--- src/rtl/counter_seq_pkg.sv ---
// Shared encodings for the counter sequencer: FSM states and mode constants.
package counter_seq_pkg;

  typedef enum logic [1:0] {
    IDLE   = 2'd0,
    RUN_UP = 2'd1,
    RUN_DN = 2'd2
  } state_t;

  localparam logic MODE_SWEEP    = 1'b0;
  localparam logic MODE_PINGPONG = 1'b1;

endpackage

--- src/rtl/step_counter.sv ---
// WIDTH-bit up/down counter with synchronous load; sole storage for count.
module step_counter #(
  parameter int WIDTH = 4
) (
  input  logic             clk,
  input  logic             reset,
  input  logic             load,
  input  logic [WIDTH-1:0] load_val,
  input  logic             en,
  input  logic             up,
  output logic [WIDTH-1:0] count
);

  // Load wins over stepping; stepping wraps modulo 2^WIDTH.
  always_ff @(posedge clk or posedge reset) begin
    if (reset)     count <= '0;
    else if (load) count <= load_val;
    else if (en)   count <= up ? count + WIDTH'(1) : count - WIDTH'(1);
  end

endmodule

--- src/rtl/counter_sequencer.sv ---
// Sequencer driving step_counter through a single sweep or a ping-pong
// between latched limits. Define COUNTER_SEQ_PRESCALE_EN to build the
// prescaler; otherwise the counter steps every cycle and PRESCALE is ignored.
module counter_sequencer
  import counter_seq_pkg::*;
#(
  parameter int WIDTH    = 4,
  parameter int REP_W    = 4,
  parameter int PRESCALE = 1
) (
  input  logic             clk,
  input  logic             reset,
  input  logic             start,
  input  logic             mode,
  input  logic [WIDTH-1:0] lo,
  input  logic [WIDTH-1:0] hi,
  input  logic [REP_W-1:0] repeats,
  input  logic             abort,
  output logic [WIDTH-1:0] count,
  output logic             up,
  output logic             busy,
  output logic             done,
  output logic             err
);

  state_t             state_q, state_d;
  logic [WIDTH-1:0]   lo_q, hi_q;
  logic               mode_q;
  logic [REP_W-1:0]   rem_q, rem_d;
  logic               up_d, busy_d, done_d, err_d;
  logic               latch, ld, en, dir, tick;

`ifdef COUNTER_SEQ_PRESCALE_EN
  localparam int PW = (PRESCALE > 1) ? $clog2(PRESCALE) : 1;
  logic [PW-1:0] psc;

  assign tick = (psc == PW'(PRESCALE - 1));

  // Prescaler restarts on an accepted start and free-runs while sequencing.
  always_ff @(posedge clk or posedge reset) begin
    if (reset)                psc <= '0;
    else if (latch)           psc <= '0;
    else if (state_q != IDLE) psc <= tick ? '0 : psc + PW'(1);
  end
`else
  localparam int unused_prescale = PRESCALE;
  assign tick = 1'b1;
`endif

  step_counter #(.WIDTH(WIDTH)) u_cnt (
    .clk      (clk),
    .reset    (reset),
    .load     (ld),
    .load_val (lo),
    .en       (en),
    .up       (dir),
    .count    (count)
  );

  // State, status flags and latched command fields.
  always_ff @(posedge clk or posedge reset) begin
    if (reset) begin
      state_q <= IDLE;
      up      <= 1'b1;
      busy    <= 1'b0;
      done    <= 1'b0;
      err     <= 1'b0;
      lo_q    <= '0;
      hi_q    <= '0;
      mode_q  <= MODE_SWEEP;
      rem_q   <= '0;
    end else begin
      state_q <= state_d;
      up      <= up_d;
      busy    <= busy_d;
      done    <= done_d;
      err     <= err_d;
      if (latch) begin
        lo_q   <= lo;
        hi_q   <= hi;
        mode_q <= mode;
        rem_q  <= (repeats == '0) ? REP_W'(1) : repeats;
      end else begin
        rem_q  <= rem_d;
      end
    end
  end

  // Next state and counter control; abort beats any tick in a run state.
  always_comb begin
    state_d = state_q;
    up_d    = up;
    busy_d  = busy;
    done_d  = 1'b0;
    err_d   = 1'b0;
    rem_d   = rem_q;
    latch   = 1'b0;
    ld      = 1'b0;
    en      = 1'b0;
    dir     = up;
    unique case (state_q)
      IDLE: begin
        if (start) begin
          if (lo <= hi) begin
            latch   = 1'b1;
            ld      = 1'b1;
            up_d    = 1'b1;
            busy_d  = 1'b1;
            state_d = RUN_UP;
          end else begin
            err_d   = 1'b1;
          end
        end
      end
      RUN_UP: begin
        if (abort) begin
          state_d = IDLE;
          busy_d  = 1'b0;
        end else if (tick) begin
          if (count < hi_q) begin
            en  = 1'b1;
            dir = 1'b1;
          end else if (mode_q == MODE_SWEEP || lo_q == hi_q) begin
            state_d = IDLE;
            busy_d  = 1'b0;
            done_d  = 1'b1;
          end else begin
            // Turn around at hi without dwelling there.
            state_d = RUN_DN;
            up_d    = 1'b0;
            en      = 1'b1;
            dir     = 1'b0;
          end
        end
      end
      RUN_DN: begin
        if (abort) begin
          state_d = IDLE;
          busy_d  = 1'b0;
        end else if (tick) begin
          if (count > lo_q) begin
            en  = 1'b1;
            dir = 1'b0;
          end else begin
            rem_d = rem_q - REP_W'(1);
            if (rem_d == '0) begin
              state_d = IDLE;
              busy_d  = 1'b0;
              done_d  = 1'b1;
            end else begin
              state_d = RUN_UP;
              up_d    = 1'b1;
              en      = 1'b1;
              dir     = 1'b1;
            end
          end
        end
      end
      default: begin
        state_d = IDLE;
        busy_d  = 1'b0;
      end
    endcase
  end

endmodule

--- config.mk ---
export PLATFORM = sky130hd
export DESIGN_NAME = counter_sequencer
export DESIGN_NICKNAME = d
export VERILOG_FILES = /design/src/rtl/counter_seq_pkg.sv /design/src/rtl/step_counter.sv /design/src/rtl/counter_sequencer.sv
export SDC_FILE = /design/constraint.sdc
export NUM_CORES = 1
export LEC_CHECK = 0
export CAP_MARGIN = 20
export CORE_AREA = 3 3 58 60
export DETAILED_ROUTE_END_ITERATION = 16
export DIE_AREA = 0 0 61 63
export GPL_ROUTABILITY_DRIVEN = 1
export PLACE_DENSITY_LB_ADDON = 0.08
export SETUP_SLACK_MARGIN = 0.02
export SLEW_MARGIN = 20
export SYNTH_ARGS = -nofsm -noshare
export SYNTH_HDL_FRONTEND = slang
export SYNTH_SLANG_ARGS = --single-unit
--- constraint.sdc ---
create_clock -name clk -period 7.8 [get_ports clk]
set_clock_uncertainty 0.15 [all_clocks]
set_input_delay 1.17 -clock clk [delete_from_list [all_inputs] [get_ports clk]]
set_output_delay 1.17 -clock clk [all_outputs]
set_load 0.01 [all_outputs]
==> results of run 1 <==
layer usage:
layer	track usage (%)	vias to the layer above	share of wire, %
met4	4.61	0	0.99
met2	36.1	16	52
met5	0	-	0
met3	2.69	4	2.2
met1	25.1	649	45
li1	-	687	-
flip-flops by register name, summed over array words and instances, names as in the netlist:
name,cells
busy,1
done,1
err,1
hi_q,4
lo_q,4
mode_q,1
rem_q,4
state_q,2
u_cnt.count,4
up,1
layout by cell type (no fill, tap or decap), drive strengths merged, types with 2 or more instances in the layout:
| cell type | count |
|---|---|
| a31oi | 2 |
| nor2b | 8 |
| nor2 | 12 |
| nand2 | 21 |
| xor2 | 5 |
| a21oi | 12 |
| mux2 | 3 |
| clkbuf | 3 |
| xnor2 | 5 |
| dfrtp | 22 |
| nand2b | 3 |
| o21ai | 24 |
| ha | 19 |
| nor3 | 4 |
| nand4 | 2 |
| o21a | 4 |
| clkdlybuf4s50 | 24 |
| inv | 22 |
worst max-delay path: cells and delay by family:
family          cells  cell delay (ns)
simple gates        1             0.30
buf+inv             2             0.62
xor+xnor            1             0.09
fa+ha+maj           1             0.24
compound gates      6             1.40
layout make-up:
cell class              count  area share, %
clock buffers               3           1.13
clock inverters             1          0.252
inverters                  22           4.15
multi-input cells         140           50.9
flip-flops and latches     23           29.0
well taps                  33           2.08
repair buffers             25           12.5
per-stage QoR:
stage               total power [mW]  hold WS, ns  setup WS [ns]  utilization (%)
finish                         0.849        0.409           4.10             66.8
floorplan                      0.644        0.343           4.47                -
detailed placement             0.792        0.394           3.74             65.8
global route                   0.933        0.453           3.96             66.8
CTS                            0.853        0.414           4.08             66.8
global placement               0.761        0.376           3.90             65.8
cells by family (layout without fill, tap and decap cells):
group / count (synthesis) / after routing / synth area share [%]
compound gates: 49 / 49 / 19.4
simple gates: 57 / 57 / 17.2
flops: 23 / 23 / 34.3
xor+xnor: 10 / 10 / 5.65
buf+inv: 25 / 51 / 5.58
fa+ha+maj: 20 / 20 / 15.3
mux: 4 / 4 / 2.60
synthesized netlist by cell type:
cell / count / share of area [%]
a211o_1: 1 / 0.52
a211oi_1: 1 / 0.45
a21o_1: 1 / 0.45
a21oi_1: 12 / 3.6
a31oi_1: 1 / 0.37
a31oi_2: 1 / 0.74
a32oi_1: 1 / 0.52
and2_1: 1 / 0.37
and3b_1: 1 / 0.52
and4b_1: 1 / 0.59
clkbuf_1: 3 / 0.67
dfrtp_1: 22 / 33
dfstp_2: 1 / 1.6
fa_1: 1 / 1.2
ha_1: 19 / 14
inv_1: 22 / 4.9
mux2_1: 1 / 0.67
mux2_2: 2 / 1.3
mux2i_1: 1 / 0.59
nand2_1: 21 / 4.7
nand2b_1: 3 / 1.1
nand4_1: 2 / 0.74
nor2_1: 12 / 2.7
nor2b_1: 8 / 3.0
nor3_1: 3 / 0.89
nor3_2: 1 / 0.59
nor4bb_1: 1 / 0.59
o21a_1: 3 / 1.3
o21a_2: 1 / 0.52
o21ai_0: 12 / 3.6
o21ai_1: 11 / 3.3
o21ai_2: 1 / 0.52
o311a_1: 1 / 0.59
o32a_4: 1 / 1.3
o41ai_4: 1 / 1.6
or2_0: 1 / 0.37
or2b_4: 1 / 0.67
or3_1: 1 / 0.37
xnor2_1: 4 / 2.1
xnor2_2: 1 / 0.97
xor2_1: 5 / 2.6
power by group through the flow:
stage	Sequential (mW)	Clock (mW)	Combinational, mW
after floorplan	0.230	0	0.414
after CTS	0.235	0.0587	0.559
after detailed placement	0.238	0	0.554
after global routing	0.242	0.0634	0.628
after global placement	0.233	0	0.528
final	0.234	0.0576	0.557
how the worst max path moves through the flow:
stage | cells past startpoint | slack, ns | endpoint | from
global placement | 11 | 3.90 | u_cnt.count[3] | abort
CTS | 11 | 4.08 | u_cnt.count[3] | abort
finish | 11 | 4.10 | u_cnt.count[3] | abort
floorplan | 10 | 4.47 | u_cnt.count[3] | abort
detailed placement | 11 | 3.74 | u_cnt.count[3] | abort
global route | 11 | 3.96 | u_cnt.count[3] | abort
==> flow_summary.json, run 1 <==
{
  "cts_resized": 0,
  "placed_area_um2": 1960,
  "p_leak_nw": 0.919,
  "grt_overflow": 0,
  "status": "completed",
  "p_sw_mw": 0.389,
  "crit_path_max_incr_delay_ns": 0.53,
  "stdcell_count": 247,
  "setup_tns_ns": 0,
  "synth_nets": 225,
  "grt_setup_unrepaired": "false",
  "netlist_area_um2": 1680,
  "drv_slew": 0,
  "grt_max_degree": 28,
  "vias_per_cell": 5.49,
  "drtIter0Drc": 69,
  "period_minus_slack_ns": 3.70,
  "yosysSeqAreaShare_pct": 34.3,
  "min_to": "up",
  "cp.arrival_ns": 3.81,
  "numCtsBuffers": 3,
  "powerDensity_nw_per_um2": 427,
  "drc": 0,
  "synth_seq_cells": 23,
  "grt_use_total_pct": 20.3,
  "ctsHtreeMaxLevel": 1,
  "critical_path_class": "in2reg",
  "ios": 25,
  "gp_congestion": 0.863,
  "ant_nets": 0,
  "cts_max_path_buffers": 2,
  "path_max_fanout": 7,
  "relSlewSlack_pct": 42.1,
  "netlist_instances": 188,
  "synthToLayoutAreaGrowth_pct": 18.1,
  "grt_pass1_wl_mm": 6.02,
  "grt_pass1_vias": 1394,
  "first_pass_iters": 4,
  "hold_violations": 0,
  "multiInputGateArea_um2": 1010,
  "dpl.cell_count": 243,
  "tightest_slew_ns": 0.867,
  "drv_cap": 0,
  "cts_tree": "yes",
  "dr_total_vias": 1356,
  "fmax_mhz": 270,
  "timing.rr.end": "u_cnt.count[3]",
  "ir_worst_vdd_mv": 0.239,
  "layout-drive-gt1-share_pct": 7.48,
  "r2r_start": "rem_q[0]",
  "routed_wl_mm": 3.53,
  "layout.nets": 252,
  "core_um2": 2980,
  "start_util_pct": 56.5,
  "clock_latency_ns": 0.32,
  "slowest_stage": "clkdlybuf4s50_1",
  "avgSynthCellArea_um2": 8.95,
  "die_x_um": 61,
  "postCtsSetupBuffers": 0,
  "holdCritStartpoint": "up",
  "cts_sinks": 23,
  "synth.distinct_cells": 41,
  "regArea_um2": 577,
  "fin_crit_sh_pct": 47.5,
  "yosysWarningCount": 0,
  "wl_per_cell_um": 14.3,
  "crit_path_end_kind": "flop",
  "diodes": 0,
  "portBuffers": 24,
  "min_path_type": "reg2reg",
  "intPower_mw": 0.460,
  "crit_required_ns": 7.91,
  "num-fill-cells": 266,
  "hpwlAfterDp_mm": 2.81,
  "setup_viol": 0,
  "seqPwrFrac_pct": 27.6,
  "critPathLaunchType": "input port",
  "ctsHoldBuffers": 0,
  "whs_path_depth": 2,
  "power_frac_comb_pct": 65.6,
  "final_area_um2": 1990,
  "antenna_found_initial": 0,
  "dieArea_um2": 3840,
  "p_clk_share_pct": 6.8,
  "crit_chain": "clkdlybuf4s50_1, a211o_1, o311a_1, o32a_4, inv_1, ha_1, a21o_1, a21oi_1, xnor2_2, or3_1, a31oi_1",
  "rrSetupSlack_ns": 4.27,
  "rows": 20,
  "swShare_pct": 45.9,
  "cts_root_buf": "clkbuf_4",
  "clk_pin_slew_ns": 0.13,
  "ff2ff_path_depth": 14,
  "dieHeight_um": 63
}
No activity file was read; power rests on OpenSTA's default activity.
==> run 2: changes to the inputs <==
Settings changed: CORE_AREA 3 3 58 60 to 3 3 60 62, DIE_AREA 0 0 61 63 to 0 0 63 65.
Clock period 7.8 ns to 3.5 ns, I/O delays scaled along.
==> run 2 against run 1 <==
Total power grew 130%. Combinational power up 140%. Worst setup slack worse by 3.9 ns. Critical path depth increased by 3. Utilization fell by 0.59 points. First-iteration DRC count grew 10%. Largest power group unchanged. Critical path type is now reg2reg. Die area rose by 6.6%. Sequential share of layout area fell by 0.69 points. Clock power is 120% higher. Sequential power up 120%.
==> flow_summary.json, run 2 (synthesized netlist as in run 1, its figures left out) <==
{
  "cts_root_buf": "clkbuf_4",
  "fin_crit_sh_pct": 95.8,
  "whs_ns": 0.409,
  "regArea_um2": 577,
  "diodes": 0,
  "ant_nets": 0,
  "cp.arrival_ns": 3.45,
  "start_util_pct": 54.7,
  "dieHeight_um": 65,
  "status": "completed",
  "synthToLayoutAreaGrowth_pct": 21.0,
  "core_um2": 3080,
  "final_cell_mix": "clkdlybuf4s50_1, inv_1, dfrtp_1",
  "num-fill-cells": 278,
  "gp_congestion": 0.859,
  "cts_max_path_buffers": 2,
  "fmax_mhz": 298,
  "drv_slew": 0,
  "min_path_type": "reg2reg",
  "grt_pass1_wl_mm": 6.75,
  "grt_use_total_pct": 20.8,
  "dieArea_um2": 4100,
  "drtIter0Drc": 76,
  "final_area_um2": 2040,
  "grt_overflow": 0,
  "layout_setup_ws_ns": 0.148,
  "crit_path_end_kind": "flop",
  "path_max_fanout": 4,
  "numCtsBuffers": 3,
  "routed_wl_mm": 3.94,
  "path_buf_inv": 2,
  "die_x_um": 63,
  "critPathLaunchType": "flop",
  "holdCritStartpoint": "up",
  "placed_area_um2": 2000,
  "setup_viol": 0,
  "period_minus_slack_ns": 3.35,
  "dr_total_vias": 1431,
  "drc": 0,
  "ir_worst_vdd_mv": 0.518,
  "cp_common_cell": "inv_1",
  "setup_tns_ns": 0,
  "first_pass_iters": 4,
  "final_common_cell": "clkdlybuf4s50_1",
  "relSlewSlack_pct": 40.8,
  "clock_latency_ns": 0.31,
  "p_leak_nw": 0.935,
  "vias_per_cell": 5.46,
  "crit_required_ns": 3.59,
  "total_power_mw": 1.96,
  "layout.nets": 256,
  "hold_violations": 0,
  "grt_setup_unrepaired": "false",
  "ctsHtreeMaxLevel": 1,
  "grt_pass1_vias": 1492,
  "stdcell_count": 262,
  "critical_path_class": "reg2reg",
  "powerDensity_nw_per_um2": 963,
  "portBuffers": 24,
  "critPathTopFamily": "compound AO/OA/AOI/OAI gates",
  "drv_cap": 0,
  "clk_pin_slew_ns": 0.13,
  "hpwlAfterDp_mm": 3.08,
  "tightest_slew_ns": 0.887,
  "cp-startpoint": "rem_q[1]",
  "cts_tree": "yes",
  "cts_sinks": 23,
  "multiInputGateArea_um2": 1020,
  "ios": 25,
  "r2r_start": "rem_q[1]",
  "rows": 20,
  "crit_chain": "inv_1, ha_2, or2_0, o21ai_2, a31oi_2, o311a_1, o32a_4, inv_1, ha_1, a21o_1, a21oi_2, xnor2_2, or3_1, a31oi_1",
  "place_ws_ns": 0.0756,
  "layout-drive-gt1-share_pct": 9.63,
  "slowest_stage": "dfrtp_1",
  "wl_per_cell_um": 15.0,
  "ctsHoldBuffers": 0,
  "dpl.cell_count": 257,
  "grt_max_degree": 28,
  "crit_path_max_incr_delay_ns": 0.41,
  "final_util_pct": 66.2,
  "antenna_found_initial": 0
}
[run 2: routing by layer]
layer / vias to the layer above / wire (µm) / part of all wire, % / track usage, %
li1: 696 / - / - / -
met1: 685 / 1830 / 47 / 26.4
met2: 42 / 1890 / 48 / 36.1
met3: 8 / 159 / 4.0 / 3.47
met4: 0 / 53 / 1.3 / 6.06
met5: - / 0 / 0 / 0
[run 2: layout make-up]
type	instances	share of cell area [%]
sequential	23	28.3
clock buffer	4	1.29
multi-input combinational	140	50.0
timing repair buffer	29	13.6
inverter	22	4.05
tap	44	2.70
[run 2: power by group]
part           switching, mW  leakage [nW]  internal [mW]  total (mW)
clock                 0.0819        0.0150         0.0445       0.126
combinational          0.702         0.635          0.622        1.32
sequential             0.115         0.285          0.395       0.510
total                  0.899         0.935           1.06        1.96
[run 2: worst register-to-register path: stages (launching register included)]
cell and delay (ns):
dfrtp_1 0.41, inv_1 0.08, ha_2 0.19, or2_0 0.23
o21ai_2 0.12, a31oi_2 0.13, o311a_1 0.32, o32a_4 0.41
inv_1 0.09, ha_1 0.23, a21o_1 0.20, a21oi_2 0.18
xnor2_2 0.08, or3_1 0.30, a31oi_1 0.16
[run 2: worst paths after layout]
kind                                       end  slack, ns  cells after the start
worst max-delay path            u_cnt.count[3]       0.15                     14
worst min-delay path                        up       0.41                      2
worst max register to register  u_cnt.count[3]       0.15                     14
worst min register to register              up       0.41                      2
max in group asynchronous               mode_q       2.13                      2
min in group asynchronous                  err       0.53                      2
[run 2: repair_timing]
item / 4_1_cts / 5_1_grt
setup buffers: 0 / 1
endpoints found under the setup margin: 0 / 1
gates resized for setup: 0 / 2
==> run 3: changes to the inputs <==
Settings changed: ABC_CLOCK_PERIOD_IN_PS from default to 3500.
==> results of run 3 <==
The final DEF is identical to that of run 2; final timing and power are the same.
